<file path="src/rtl/rs_issue_ctrl_if.sv">
// rs_issue_ctrl_if
// Bus bundle between a reservation-station issue controller and the
// blocks around it (dispatcher, common data bus, execute unit,
// result broadcast).
//   master : environment side (dispatcher / CDB / execute unit)
//   slave  : reservation station side
// Signals:
//   in_*        dispatch of one instruction, full is the back-pressure reply
//   cdb_*       common-data-bus snoop
//   ex_*        registered operands to the combinational execute unit,
//               ex_result / ex_target_pc come back from it
//   out_*       registered result broadcast
interface rs_issue_ctrl_if #(
  parameter int ROB_ID_LEN = 4,
  parameter int OPENUM_LEN = 5,
  parameter int DATA_LEN   = 32,
  parameter int ADDR_LEN   = 32
);

  logic                  in_valid;
  logic [OPENUM_LEN-1:0] in_openum;
  logic [DATA_LEN-1:0]   in_V1;
  logic [DATA_LEN-1:0]   in_V2;
  logic [DATA_LEN-1:0]   in_imm;
  logic                  in_Q1_busy;
  logic                  in_Q2_busy;
  logic [ROB_ID_LEN-1:0] in_Q1;
  logic [ROB_ID_LEN-1:0] in_Q2;
  logic [ROB_ID_LEN-1:0] in_rob_id;
  logic [ADDR_LEN-1:0]   in_pc;
  logic                  full;

  logic                  cdb_valid;
  logic [ROB_ID_LEN-1:0] cdb_rob_id;
  logic [DATA_LEN-1:0]   cdb_result;

  logic [OPENUM_LEN-1:0] ex_openum;
  logic [DATA_LEN-1:0]   ex_V1;
  logic [DATA_LEN-1:0]   ex_V2;
  logic [DATA_LEN-1:0]   ex_imm;
  logic [ADDR_LEN-1:0]   ex_pc;
  logic [DATA_LEN-1:0]   ex_result;
  logic [ADDR_LEN-1:0]   ex_target_pc;

  logic                  out_valid;
  logic [ROB_ID_LEN-1:0] out_rob_id;
  logic [DATA_LEN-1:0]   out_result;
  logic [ADDR_LEN-1:0]   out_target_pc;

  modport master (
    output in_valid, in_openum, in_V1, in_V2, in_imm, in_Q1_busy, in_Q2_busy,
           in_Q1, in_Q2, in_rob_id, in_pc,
           cdb_valid, cdb_rob_id, cdb_result,
           ex_result, ex_target_pc,
    input  full, ex_openum, ex_V1, ex_V2, ex_imm, ex_pc,
           out_valid, out_rob_id, out_result, out_target_pc
  );

  modport slave (
    input  in_valid, in_openum, in_V1, in_V2, in_imm, in_Q1_busy, in_Q2_busy,
           in_Q1, in_Q2, in_rob_id, in_pc,
           cdb_valid, cdb_rob_id, cdb_result,
           ex_result, ex_target_pc,
    output full, ex_openum, ex_V1, ex_V2, ex_imm, ex_pc,
           out_valid, out_rob_id, out_result, out_target_pc
  );

endinterface

</file>
<file path="src/rtl/rs_issue_ctrl.sv">
// rs_issue_ctrl
// Reservation station with dispatch, CDB wake-up, single issue per cycle
// and a registered result broadcast.
// Ports:
//   clk      rising-edge clock
//   rst      synchronous active-high reset (beats rdy and rollback)
//   rdy      global enable, everything holds while low
//   rollback mispredict flush, frees all entries at the next edge
//   bus      rs_issue_ctrl_if.slave (dispatch, CDB, execute, broadcast)
// Optional feature:
//   RS_AGE_ORDER_EN  when defined, issue picks the oldest READY entry
//                    (8-bit saturating age), otherwise the lowest index.
module rs_issue_ctrl #(
  parameter int RS_SIZE    = 16,
  parameter int ROB_ID_LEN = 4,
  parameter int OPENUM_LEN = 5,
  parameter int DATA_LEN   = 32,
  parameter int ADDR_LEN   = 32
) (
  input  logic           clk,
  input  logic           rst,
  input  logic           rdy,
  input  logic           rollback,
  rs_issue_ctrl_if.slave bus
);

  localparam int IDX_W = (RS_SIZE > 1) ? $clog2(RS_SIZE) : 1;
  localparam int CNT_W = $clog2(RS_SIZE + 1);

  typedef enum logic [1:0] {S_FREE, S_WAIT, S_READY} entry_state_t;

  entry_state_t          st   [RS_SIZE];
  logic [OPENUM_LEN-1:0] op   [RS_SIZE];
  logic [DATA_LEN-1:0]   v1   [RS_SIZE];
  logic [DATA_LEN-1:0]   v2   [RS_SIZE];
  logic [DATA_LEN-1:0]   imm  [RS_SIZE];
  logic                  q1b  [RS_SIZE];
  logic                  q2b  [RS_SIZE];
  logic [ROB_ID_LEN-1:0] q1   [RS_SIZE];
  logic [ROB_ID_LEN-1:0] q2   [RS_SIZE];
  logic [ROB_ID_LEN-1:0] rob  [RS_SIZE];
  logic [ADDR_LEN-1:0]   pc   [RS_SIZE];
`ifdef RS_AGE_ORDER_EN
  logic [7:0]            age  [RS_SIZE];
  logic [7:0]            sel_age;
`endif

  logic                  free_found, sel_found;
  logic [IDX_W-1:0]      free_idx, sel_idx;
  logic [CNT_W-1:0]      free_cnt;
  logic [RS_SIZE-1:0]    hit1, hit2;
  logic                  d_q1b, d_q2b, d_hit1, d_hit2;
  logic [DATA_LEN-1:0]   d_v1, d_v2;
  logic                  do_dispatch, do_issue, full_n;

  logic                  ex_valid;
  logic [ROB_ID_LEN-1:0] ex_rob_id;
  logic [OPENUM_LEN-1:0] ex_openum_q;
  logic [DATA_LEN-1:0]   ex_v1_q, ex_v2_q, ex_imm_q;
  logic [ADDR_LEN-1:0]   ex_pc_q;
  logic                  out_valid_q, full_q;
  logic [ROB_ID_LEN-1:0] out_rob_id_q;
  logic [DATA_LEN-1:0]   out_result_q;
  logic [ADDR_LEN-1:0]   out_target_pc_q;

  // Free-slot search, issue select and CDB match, all from the state
  // held before the edge. Selecting from pre-edge state is what keeps an
  // entry woken at edge t from issuing before edge t+1.
  always_comb begin
    free_found = 1'b0;
    free_idx   = '0;
    free_cnt   = '0;
    sel_found  = 1'b0;
    sel_idx    = '0;
    hit1       = '0;
    hit2       = '0;
`ifdef RS_AGE_ORDER_EN
    sel_age    = '0;
`endif
    for (int i = 0; i < RS_SIZE; i++) begin
      if (st[i] == S_FREE) begin
        free_cnt = free_cnt + CNT_W'(1);
        if (!free_found) begin
          free_found = 1'b1;
          free_idx   = IDX_W'(i);
        end
      end
      if (st[i] == S_READY) begin
`ifdef RS_AGE_ORDER_EN
        if (!sel_found || (age[i] > sel_age)) begin
          sel_found = 1'b1;
          sel_idx   = IDX_W'(i);
          sel_age   = age[i];
        end
`else
        if (!sel_found) begin
          sel_found = 1'b1;
          sel_idx   = IDX_W'(i);
        end
`endif
      end
      hit1[i] = bus.cdb_valid && q1b[i] && (q1[i] == bus.cdb_rob_id);
      hit2[i] = bus.cdb_valid && q2b[i] && (q2[i] == bus.cdb_rob_id);
    end
  end

  // Dispatch-time bypass: a tag broadcast on the CDB in the dispatch
  // cycle is captured directly instead of leaving the operand busy.
  // A dispatch with no free slot is silently dropped.
  always_comb begin
    d_hit1      = bus.in_Q1_busy && bus.cdb_valid && (bus.in_Q1 == bus.cdb_rob_id);
    d_hit2      = bus.in_Q2_busy && bus.cdb_valid && (bus.in_Q2 == bus.cdb_rob_id);
    d_q1b       = bus.in_Q1_busy && !d_hit1;
    d_q2b       = bus.in_Q2_busy && !d_hit2;
    d_v1        = d_hit1 ? bus.cdb_result : bus.in_V1;
    d_v2        = d_hit2 ? bus.cdb_result : bus.in_V2;
    do_dispatch = bus.in_valid && free_found;
    do_issue    = sel_found;
    full_n      = (int'(free_cnt) - int'(do_dispatch) + int'(do_issue)) <= 1;
  end

  // Entry storage. The issued entry is READY and the dispatched entry is
  // FREE, so the three per-entry updates never target the same slot.
  always_ff @(posedge clk) begin
    if (rst || rollback) begin
      for (int i = 0; i < RS_SIZE; i++) begin
        st[i] <= S_FREE;
      end
    end else if (rdy) begin
      for (int i = 0; i < RS_SIZE; i++) begin
`ifdef RS_AGE_ORDER_EN
        if (age[i] != 8'hFF) age[i] <= age[i] + 8'd1;
`endif
        if (st[i] == S_WAIT) begin
          if (hit1[i]) begin
            v1[i]  <= bus.cdb_result;
            q1b[i] <= 1'b0;
          end
          if (hit2[i]) begin
            v2[i]  <= bus.cdb_result;
            q2b[i] <= 1'b0;
          end
          if ((!q1b[i] || hit1[i]) && (!q2b[i] || hit2[i])) st[i] <= S_READY;
        end
        if (do_issue && (sel_idx == IDX_W'(i))) st[i] <= S_FREE;
        if (do_dispatch && (free_idx == IDX_W'(i))) begin
          st[i]  <= (d_q1b || d_q2b) ? S_WAIT : S_READY;
          op[i]  <= bus.in_openum;
          v1[i]  <= d_v1;
          v2[i]  <= d_v2;
          imm[i] <= bus.in_imm;
          q1b[i] <= d_q1b;
          q2b[i] <= d_q2b;
          q1[i]  <= bus.in_Q1;
          q2[i]  <= bus.in_Q2;
          rob[i] <= bus.in_rob_id;
          pc[i]  <= bus.in_pc;
`ifdef RS_AGE_ORDER_EN
          age[i] <= 8'd0;
`endif
        end
      end
    end
  end

  // Issue latch, result broadcast and registered full flag. Rollback
  // only kills the valids and full; the stale payload is harmless.
  always_ff @(posedge clk) begin
    if (rst) begin
      ex_valid        <= 1'b0;
      ex_rob_id       <= '0;
      ex_openum_q     <= '0;
      ex_v1_q         <= '0;
      ex_v2_q         <= '0;
      ex_imm_q        <= '0;
      ex_pc_q         <= '0;
      out_valid_q     <= 1'b0;
      out_rob_id_q    <= '0;
      out_result_q    <= '0;
      out_target_pc_q <= '0;
      full_q          <= 1'b0;
    end else if (rollback) begin
      ex_valid    <= 1'b0;
      out_valid_q <= 1'b0;
      full_q      <= 1'b0;
    end else if (rdy) begin
      ex_valid <= do_issue;
      if (do_issue) begin
        ex_rob_id   <= rob[sel_idx];
        ex_openum_q <= op[sel_idx];
        ex_v1_q     <= v1[sel_idx];
        ex_v2_q     <= v2[sel_idx];
        ex_imm_q    <= imm[sel_idx];
        ex_pc_q     <= pc[sel_idx];
      end
      out_valid_q <= ex_valid;
      if (ex_valid) begin
        out_rob_id_q    <= ex_rob_id;
        out_result_q    <= bus.ex_result;
        out_target_pc_q <= bus.ex_target_pc;
      end
      full_q <= full_n;
    end
  end

  assign bus.full          = full_q;
  assign bus.ex_openum     = ex_openum_q;
  assign bus.ex_V1         = ex_v1_q;
  assign bus.ex_V2         = ex_v2_q;
  assign bus.ex_imm        = ex_imm_q;
  assign bus.ex_pc         = ex_pc_q;
  assign bus.out_valid     = out_valid_q;
  assign bus.out_rob_id    = out_rob_id_q;
  assign bus.out_result    = out_result_q;
  assign bus.out_target_pc = out_target_pc_q;

endmodule

</file>
<file path="src/flat_wrapper.sv">
// flat-port wrapper written by rule: the top's interface ports become plain ports
module rs_issue_ctrl_flat 
#(
  parameter int RS_SIZE    = 16,
  parameter int ROB_ID_LEN = 4,
  parameter int OPENUM_LEN = 5,
  parameter int DATA_LEN   = 32,
  parameter int ADDR_LEN   = 32
)
  (clk, rst, rdy, rollback, bus_in_valid, bus_in_openum, bus_in_V1, bus_in_V2, bus_in_imm, bus_in_Q1_busy, bus_in_Q2_busy, bus_in_Q1, bus_in_Q2, bus_in_rob_id, bus_in_pc, bus_cdb_valid, bus_cdb_rob_id, bus_cdb_result, bus_ex_result, bus_ex_target_pc, bus_full, bus_ex_openum, bus_ex_V1, bus_ex_V2, bus_ex_imm, bus_ex_pc, bus_out_valid, bus_out_rob_id, bus_out_result, bus_out_target_pc);
  rs_issue_ctrl_if #(.ROB_ID_LEN(ROB_ID_LEN), .OPENUM_LEN(OPENUM_LEN), .DATA_LEN(DATA_LEN), .ADDR_LEN(ADDR_LEN)) bus_i ();
  input  logic clk;
  input  logic rst;
  input  logic rdy;
  input  logic rollback;
  input wire logic [$bits(bus_i.in_valid)-1:0] bus_in_valid;
  input wire logic [$bits(bus_i.in_openum)-1:0] bus_in_openum;
  input wire logic [$bits(bus_i.in_V1)-1:0] bus_in_V1;
  input wire logic [$bits(bus_i.in_V2)-1:0] bus_in_V2;
  input wire logic [$bits(bus_i.in_imm)-1:0] bus_in_imm;
  input wire logic [$bits(bus_i.in_Q1_busy)-1:0] bus_in_Q1_busy;
  input wire logic [$bits(bus_i.in_Q2_busy)-1:0] bus_in_Q2_busy;
  input wire logic [$bits(bus_i.in_Q1)-1:0] bus_in_Q1;
  input wire logic [$bits(bus_i.in_Q2)-1:0] bus_in_Q2;
  input wire logic [$bits(bus_i.in_rob_id)-1:0] bus_in_rob_id;
  input wire logic [$bits(bus_i.in_pc)-1:0] bus_in_pc;
  input wire logic [$bits(bus_i.cdb_valid)-1:0] bus_cdb_valid;
  input wire logic [$bits(bus_i.cdb_rob_id)-1:0] bus_cdb_rob_id;
  input wire logic [$bits(bus_i.cdb_result)-1:0] bus_cdb_result;
  input wire logic [$bits(bus_i.ex_result)-1:0] bus_ex_result;
  input wire logic [$bits(bus_i.ex_target_pc)-1:0] bus_ex_target_pc;
  output wire logic [$bits(bus_i.full)-1:0] bus_full;
  output wire logic [$bits(bus_i.ex_openum)-1:0] bus_ex_openum;
  output wire logic [$bits(bus_i.ex_V1)-1:0] bus_ex_V1;
  output wire logic [$bits(bus_i.ex_V2)-1:0] bus_ex_V2;
  output wire logic [$bits(bus_i.ex_imm)-1:0] bus_ex_imm;
  output wire logic [$bits(bus_i.ex_pc)-1:0] bus_ex_pc;
  output wire logic [$bits(bus_i.out_valid)-1:0] bus_out_valid;
  output wire logic [$bits(bus_i.out_rob_id)-1:0] bus_out_rob_id;
  output wire logic [$bits(bus_i.out_result)-1:0] bus_out_result;
  output wire logic [$bits(bus_i.out_target_pc)-1:0] bus_out_target_pc;
  assign bus_i.in_valid = bus_in_valid;
  assign bus_i.in_openum = bus_in_openum;
  assign bus_i.in_V1 = bus_in_V1;
  assign bus_i.in_V2 = bus_in_V2;
  assign bus_i.in_imm = bus_in_imm;
  assign bus_i.in_Q1_busy = bus_in_Q1_busy;
  assign bus_i.in_Q2_busy = bus_in_Q2_busy;
  assign bus_i.in_Q1 = bus_in_Q1;
  assign bus_i.in_Q2 = bus_in_Q2;
  assign bus_i.in_rob_id = bus_in_rob_id;
  assign bus_i.in_pc = bus_in_pc;
  assign bus_i.cdb_valid = bus_cdb_valid;
  assign bus_i.cdb_rob_id = bus_cdb_rob_id;
  assign bus_i.cdb_result = bus_cdb_result;
  assign bus_i.ex_result = bus_ex_result;
  assign bus_i.ex_target_pc = bus_ex_target_pc;
  assign bus_full = bus_i.full;
  assign bus_ex_openum = bus_i.ex_openum;
  assign bus_ex_V1 = bus_i.ex_V1;
  assign bus_ex_V2 = bus_i.ex_V2;
  assign bus_ex_imm = bus_i.ex_imm;
  assign bus_ex_pc = bus_i.ex_pc;
  assign bus_out_valid = bus_i.out_valid;
  assign bus_out_rob_id = bus_i.out_rob_id;
  assign bus_out_result = bus_i.out_result;
  assign bus_out_target_pc = bus_i.out_target_pc;
  rs_issue_ctrl #(.RS_SIZE(RS_SIZE), .ROB_ID_LEN(ROB_ID_LEN), .OPENUM_LEN(OPENUM_LEN), .DATA_LEN(DATA_LEN), .ADDR_LEN(ADDR_LEN)) u_core (.clk(clk), .rst(rst), .rdy(rdy), .rollback(rollback), .bus(bus_i));
endmodule
</file>
<file path="config.mk">
export PLATFORM = sky130hd
export DESIGN_NAME = rs_issue_ctrl_flat
export DESIGN_NICKNAME = d
export VERILOG_FILES = /design/src/rtl/rs_issue_ctrl_if.sv /design/src/rtl/rs_issue_ctrl.sv /design/src/flat_wrapper.sv
export SDC_FILE = /design/constraint.sdc
export NUM_CORES = 2
export LEC_CHECK = 0
export BUFFER_PORTS_ARGS = -buffer_cell sky130_fd_sc_hd__buf_2
export CAP_MARGIN = 5
export CORE_AREA = 2 2 412 414
export CTS_CLUSTER_SIZE = 30
export DETAILED_ROUTE_END_ITERATION = 12
export DIE_AREA = 0 0 414 416
export PLACE_DENSITY_LB_ADDON = 0.1
export SYNTH_ARGS = -nofsm -noshare
export SYNTH_HDL_FRONTEND = slang
export SYNTH_SLANG_ARGS = --single-unit
</file>
<file path="constraint.sdc">
create_clock -name clk -period 20.2 [get_ports clk]
set_input_delay 2.02 -clock clk [delete_from_list [all_inputs] [get_ports clk]]
set_output_delay 2.02 -clock clk [all_outputs]
set_load 0.02 [all_outputs]
</file>
Yosys cells after proc, flatten, opt, wreduce, memory -nomap -nowiden --
Memory sizes are Yosys's and may differ from the RTL's. A register that Yosys moved wholly into a read port is not among the register bits. Index checks and enable logic that the tools add are counted. Widths: inputs -> output; s select.
Storage, ports and cells: flip-flop bits (word level) 71, memory bits (writable) 2384, input port bits 253, output and inout port bits 203, word-level logic and storage cells 1405, memories 11
Memories:
- u_core.imm | words 16, bits a word 32, read ports 1, clocked after Yosys merged registers in 1, wr ports 1, RTL line rs_issue_ctrl.sv:36 | logic [DATA_LEN-1:0] imm [RS_SIZE];
- u_core.pc | words 16, bits a word 32, read ports 1, clocked after Yosys merged registers in 1, wr ports 1, RTL line rs_issue_ctrl.sv:42 | logic [ADDR_LEN-1:0] pc [RS_SIZE];
- u_core.v1 | words 16, bits a word 32, read ports 1, clocked after Yosys merged registers in 1, wr ports 16, RTL line rs_issue_ctrl.sv:34 | logic [DATA_LEN-1:0] v1 [RS_SIZE];
- u_core.v2 | words 16, bits a word 32, read ports 1, clocked after Yosys merged registers in 1, wr ports 16, RTL line rs_issue_ctrl.sv:35 | logic [DATA_LEN-1:0] v2 [RS_SIZE];
- u_core.op | words 16, bits a word 5, read ports 1, clocked after Yosys merged registers in 1, wr ports 1, RTL line rs_issue_ctrl.sv:33 | logic [OPENUM_LEN-1:0] op [RS_SIZE];
- u_core.q1 | words 16, bits a word 4, read ports 16, clocked after Yosys merged registers in 0, wr ports 1, RTL line rs_issue_ctrl.sv:39 | logic [ROB_ID_LEN-1:0] q1 [RS_SIZE];
- +5 memories
Cells by class: add/sub/neg operators 17, order comparisons 1, equal/unequal tests 96, mux-type cells 863, bitwise operators 113, reductions and logical operators 298
Operators with widths (number):
- $mux 32 | 64
- $reduce_or 32->1 | 30
- $mux 4 | 193
- $mux 1 | 527
- $reduce_or 4->1 | 45
- $mux 5 | 30
- $eq 4x4->1 | 34
- $logic_and 1x1->1 | 119
- $or 1x1->1 | 112
- $mux 2 | 49
- $reduce_or 5->1 | 15
- $add 5x1->5 const B | 14
- $eq 4x4->1 const B | 16
- $logic_not 1->1 | 34
- $logic_or 1x1->1 | 34
- $add 32x2->32 | 1
- $eq 2x1->1 const B | 16
- $eq 2x2->1 const B | 16
- $eq 4x3->1 const B | 8
- $le 32x2->1 const B | 1
- $logic_not 2->1 | 16
- $eq 4x2->1 const B | 4
- $eq 4x1->1 const B | 2
- $logic_not 4->1 | 2
- other kinds (5) | 6

Longest topological paths before layout --
An unclocked memory read counts as a cell.
word-level depth 55, mapped depth 54, gate-level depth less buffers 54

Worst setup path after synthesis --
OpenSTA, ideal clock, no wires.
path type reg2reg, start mem u_core.st[0][3] (netlist bit), end reg u_core.full_q, in the netlist u_core.bus.full, setup time 0.092 ns, data arrival time 9.801 ns, setup slack 10.307 ns, stages on the path, launching flop included 51, path buffers 0, cell sequence edfxtp_1 > or2_2 > ha_1 > inv_2 > xnor3_2 > ha_1 > nor3_1 > or4_1 > nand2_1 > xnor2_1 > nor2_1 > a21oi_1 > ha_1 > o21ai_0 > xor2_1 > o21ai_0 > ha_1 > nor2_1 > [15 not listed] > and3_1 > a211o_1 > o31a_1 > ha_1 > mux2_2 > ha_1 > a21oi_1 > maj3_1 > a21oi_1 > a31oi_1 > xnor2_1 > nor3_2 > o21ai_1 > ha_1 > nand4b_1 > nor4_1 > nand4_1 > o32ai_1
RTL lines:
- from (decl) | RTL line rs_issue_ctrl.sv:32 | entry_state_t st [RS_SIZE];
- to (signal assigned) | RTL line rs_issue_ctrl.sv:202 | full_q <= full_n;
- to (decl) | RTL line rs_issue_ctrl.sv:61 | logic out_valid_q, full_q;

==> run_results.csv <==
group,metric,value,unit
finish,fin_area,122000,um^2
clock_network,cts_made_buffers,276,
worst_hold_path,min_path_type,"register to register",
worst_setup_path,critical_path_class,"register to register",
sta,fin_setup_tns,0,ns
synth,synth_edf_count,2384,
finish,drive_above_1_share,21.8,%
clock_network,cts_setup_buffers,0,
placed_design,gp_congestion,0.923,
routing,detail-route-antenna-nets,0,
clock_network,htree_levels,5,
worst_setup_path,rr_worst_depth,50,
die,start_util,64.6,%
pwr,vdd_ir_drop_max,117,uV
routing,drt-total-wl,312000,um
synth,synth_top_area_share,65.9,%
sta,setup_violations,0,
global_routing,grt_pass1_vias,67500,
worst_setup_path,startpoint,"u_core.st[0][3]$_SDFFCE_PN0P_",
placed_design,io_buffer_count,455,
run,max_cap_violations,0,
die,die-area,172000,um^2
routing,drtIter0Drc,9882,
worst_setup_path,cpPeakStageDelay,0.51,ns
worst_setup_path,crit_fanout,7,
worst_setup_path,r2r_start,"u_core.st[0][3]$_SDFFCE_PN0P_",
global_routing,antenna_found_initial,33,
global_routing,grt_max_degree,182,
placed_design,dpl_cell_area,113000,um^2
finish,fill_cells,10600,
global_routing,grt_pass1_wl,451000,um
sta,hold_violations,0,
finish,nNetsFinal,7593,
worst_hold_path,hold_path.startpoint,"u_core.bus.out_target_pc[6]$_SDFFE_PP0P_",
sta,period_needed,11.41,ns
global_routing,grt.overflow.total,0,
worst_setup_path,slowest_stage,"xnor3_2",
sta,fmax,87.6,MHz
worst_setup_path,end_kind,"register",
global_routing,grt_usage,36.2,%
synth,syn_nets,7285,
synth,ys_types,80,
worst_setup_path,reg2reg_slack,8.79,ns
worst_setup_path,r2r-end,"u_core.bus.full$_SDFFE_PN0P_",
synth,synth_xor_area_share,1.39,%
sta,slew_headroom,15.6,%
clock_network,cts_resized,0,
synth,synthArstFlopShare,0,%
clock_network,clk_pin_slew,0.06,ns
synth,synth_mux_area_share,12.0,%
die,die_h,416,um
synth,yosys_warnings,0,
worst_setup_path,crit_path_end,"u_core.bus.full$_SDFFE_PN0P_",
synth,yosys.area_share.simple,4.80,%
synth,synth_top_family_by_area,"multiplexers",
synth,ys_seq_area_share,69.7,%
synth,synthAdderAreaFrac,0.332,%
pwr,pwr_density_cell,105,nW/um^2
clock_network,clock_sinks,2592,
routing,firstDrtPassIters,7,
sta,drv_slew,0,
clock_network,cts_tree,"yes",
worst_setup_path,arrival,12.22,ns
synth,synth_common_cells,"2384 x edfxtp_1, 1126 x a21oi_1, 773 x nor2_1",
die,io_pins,456,
clock_network,clk_path_buf_depth,4,
pwr,leakagePower,40.4,nW
sta,fin_crit_sh,56.5,%
synth,ys_seq_elements,2592,
routing,vias_per_cell,7.02,
worst_setup_path,critPathLaunchType,"register",
clock_network,clock_latency,0.93,ns
routing,wire_per_inst,32.1,um
die,num_rows,151,
die,chipWidth,414,um
worst_hold_path,hold_path_depth,2,
synth,ys_top_cells_by_area,"edfxtp_1 66%, mux4_2 11%, a21oi_1 5.2%",
finish,register_area,75800,um^2
placed_design,hpwlAfterDp,160000,um
routing,drcViolationCount,0,
synth,synth-compound-area-share,9.50,%
clock_network,cts_root_buf,"clkbuf_16",
worst_setup_path,worstPathRequired,21.01,ns
sta,skew,0.0518,ns
sta,tightest_slew,1.23,ns
synth,syn_area_per_cell,15.5,um^2
synth,yosys.cell_count.top_type,"edfxtp_1",
finish,area_growth,12.1,%
synth,synth_area_leader_cell,"edfxtp_1",
synth,syn-cell-area,109000,um^2
die,core_area,168000,um^2
run_status,status,"completed",
finish,multi_input_area,30900,um^2
worst_setup_path,crit_top_cell,"ha_1",
sta,rsz0062_at_grt,"false",
synth,synthCells,7004,
clock_network,postCtsHoldBufs,0,
routing,vias,68400,
synth,synthFlopType,"edfxtp_1",
## per-layer routing
layer | routed length (um) | part of all wire, % | up-vias | GRT usage (%)
li1 | - | - | 28300 | -
met1 | 109000 | 35 | 34500 | 47.9
met2 | 151000 | 48 | 4645 | 58.0
met3 | 36300 | 12 | 869 | 7.74
met4 | 16300 | 5.2 | 22 | 17.4
met5 | 113 | 0.036 | - | 0
## state kept, by name, summed over array words and instances, names as in the netlist, 5 cells and up
| signal | cells |
|---|---|
| u_core.bus.ex_openum | 5 |
| u_core.rob | 64 |
| u_core.st | 32 |
| u_core.bus.ex_imm | 32 |
| u_core.q1 | 64 |
| u_core.bus.out_result | 32 |
| u_core.bus.ex_V2 | 32 |
| u_core.bus.out_target_pc | 32 |
| u_core.q2b | 16 |
| u_core.bus.ex_pc | 32 |
| u_core.op | 80 |
| u_core.bus.ex_V1 | 32 |
| u_core.imm | 512 |
| u_core.q1b | 16 |
| u_core.v1 | 512 |
| u_core.pc | 512 |
| u_core.q2 | 64 |
| u_core.v2 | 512 |
## worst max-delay path, delay by kind of cell (launching register included)
| kind | cells | cell delay [ns] |
|---|---|---|
| adder cells (fa/ha/maj) | 10 | 2.87 |
| AO/OA/AOI/OAI | 15 | 2.75 |
| AND/OR/NAND/NOR | 13 | 2.57 |
| XOR/XNOR | 9 | 2.12 |
| multiplexers | 2 | 0.51 |
| flip-flops | 1 | 0.41 |
| buffers and inverters | 1 | 0.08 |
## per-stage QoR
step | instances | setup WS (ns) | power, mW | hold slack (ns) | utilization (%)
after CTS | 9728 | 8.85 | 12.8 | 0.453 | 72.4
after global routing | 9737 | 7.62 | 13.2 | 0.470 | 72.4
after global placement | 9250 | 8.99 | 8.06 | 0.438 | 67.4
final | 9741 | 8.79 | 12.8 | 0.452 | 72.4
after floorplan | 7004 | 10.31 | 7.58 | 0.432 | -
after detailed placement | 9250 | 8.88 | 8.09 | 0.445 | 67.4
## worst min-delay path by stage
stage | end | slack, ns
floorplan | u_core.bus.out_rob_id[0]$_SDFFE_PP0P_ | 0.43
CTS | u_core.bus.out_target_pc[6]$_SDFFE_PP0P_ | 0.45
detailed placement | u_core.bus.out_target_pc[6]$_SDFFE_PP0P_ | 0.45
global route | u_core.bus.out_result[29]$_SDFFE_PP0P_ | 0.47
global placement | u_core.bus.out_result[15]$_SDFFE_PP0P_ | 0.44
finish | u_core.bus.out_target_pc[6]$_SDFFE_PP0P_ | 0.45
## cell type report
cell class	instances	share of cell area [%]
Clock buffer	390	6.33
Timing Repair Buffer	618	2.97
Clock inverter	88	0.564
Multi-Input combinational cell	3779	25.4
Sequential cell	2592	62.2
Inverter	45	0.229
Antenna cell	11	0.0226
Tap cell	2218	2.28
## placed cells by master (no fill, tap or decap), types with 19 or more instances in the layout
cell type and count:
edfxtp_1 2384, a21oi_1 1125, nor2_1 765, mux4_2 548, buf_2 454, clkbuf_16 284, a22oi_1 283, nand2_1 249
dfxtp_1 208, buf_4 154, a311oi_1 137, xor2_1 86, clkbuf_1 85, mux2i_1 67, xnor2_1 59, nor3_1 50
clkinv_2 39, clkinv_1 31, nand4_1 30, o21ai_4 30, o21ai_0 28, ha_1 28, inv_1 27, clkbuf_8 21
nand3_1 20, o22ai_1 19, o211ai_1 19
## report_power, final
group          leakage, nW  internal, mW  total, mW  switching (mW)
Combinational         13.0         0.882       2.07            1.19
Clock                 4.12          2.78       4.79            2.01
Sequential            23.3          5.89       5.92          0.0275
## kinds of logic (layout without fill, tap and decap cells)
family	Yosys count	in the layout
flops	2592	2592
xor+xnor	156	156
compound gates	1731	1731
simple gates	1242	1242
mux	621	621
other cells	0	11
buf+inv	633	1141
fa+ha+maj	29	29
(Power assumes the default switching activity.)
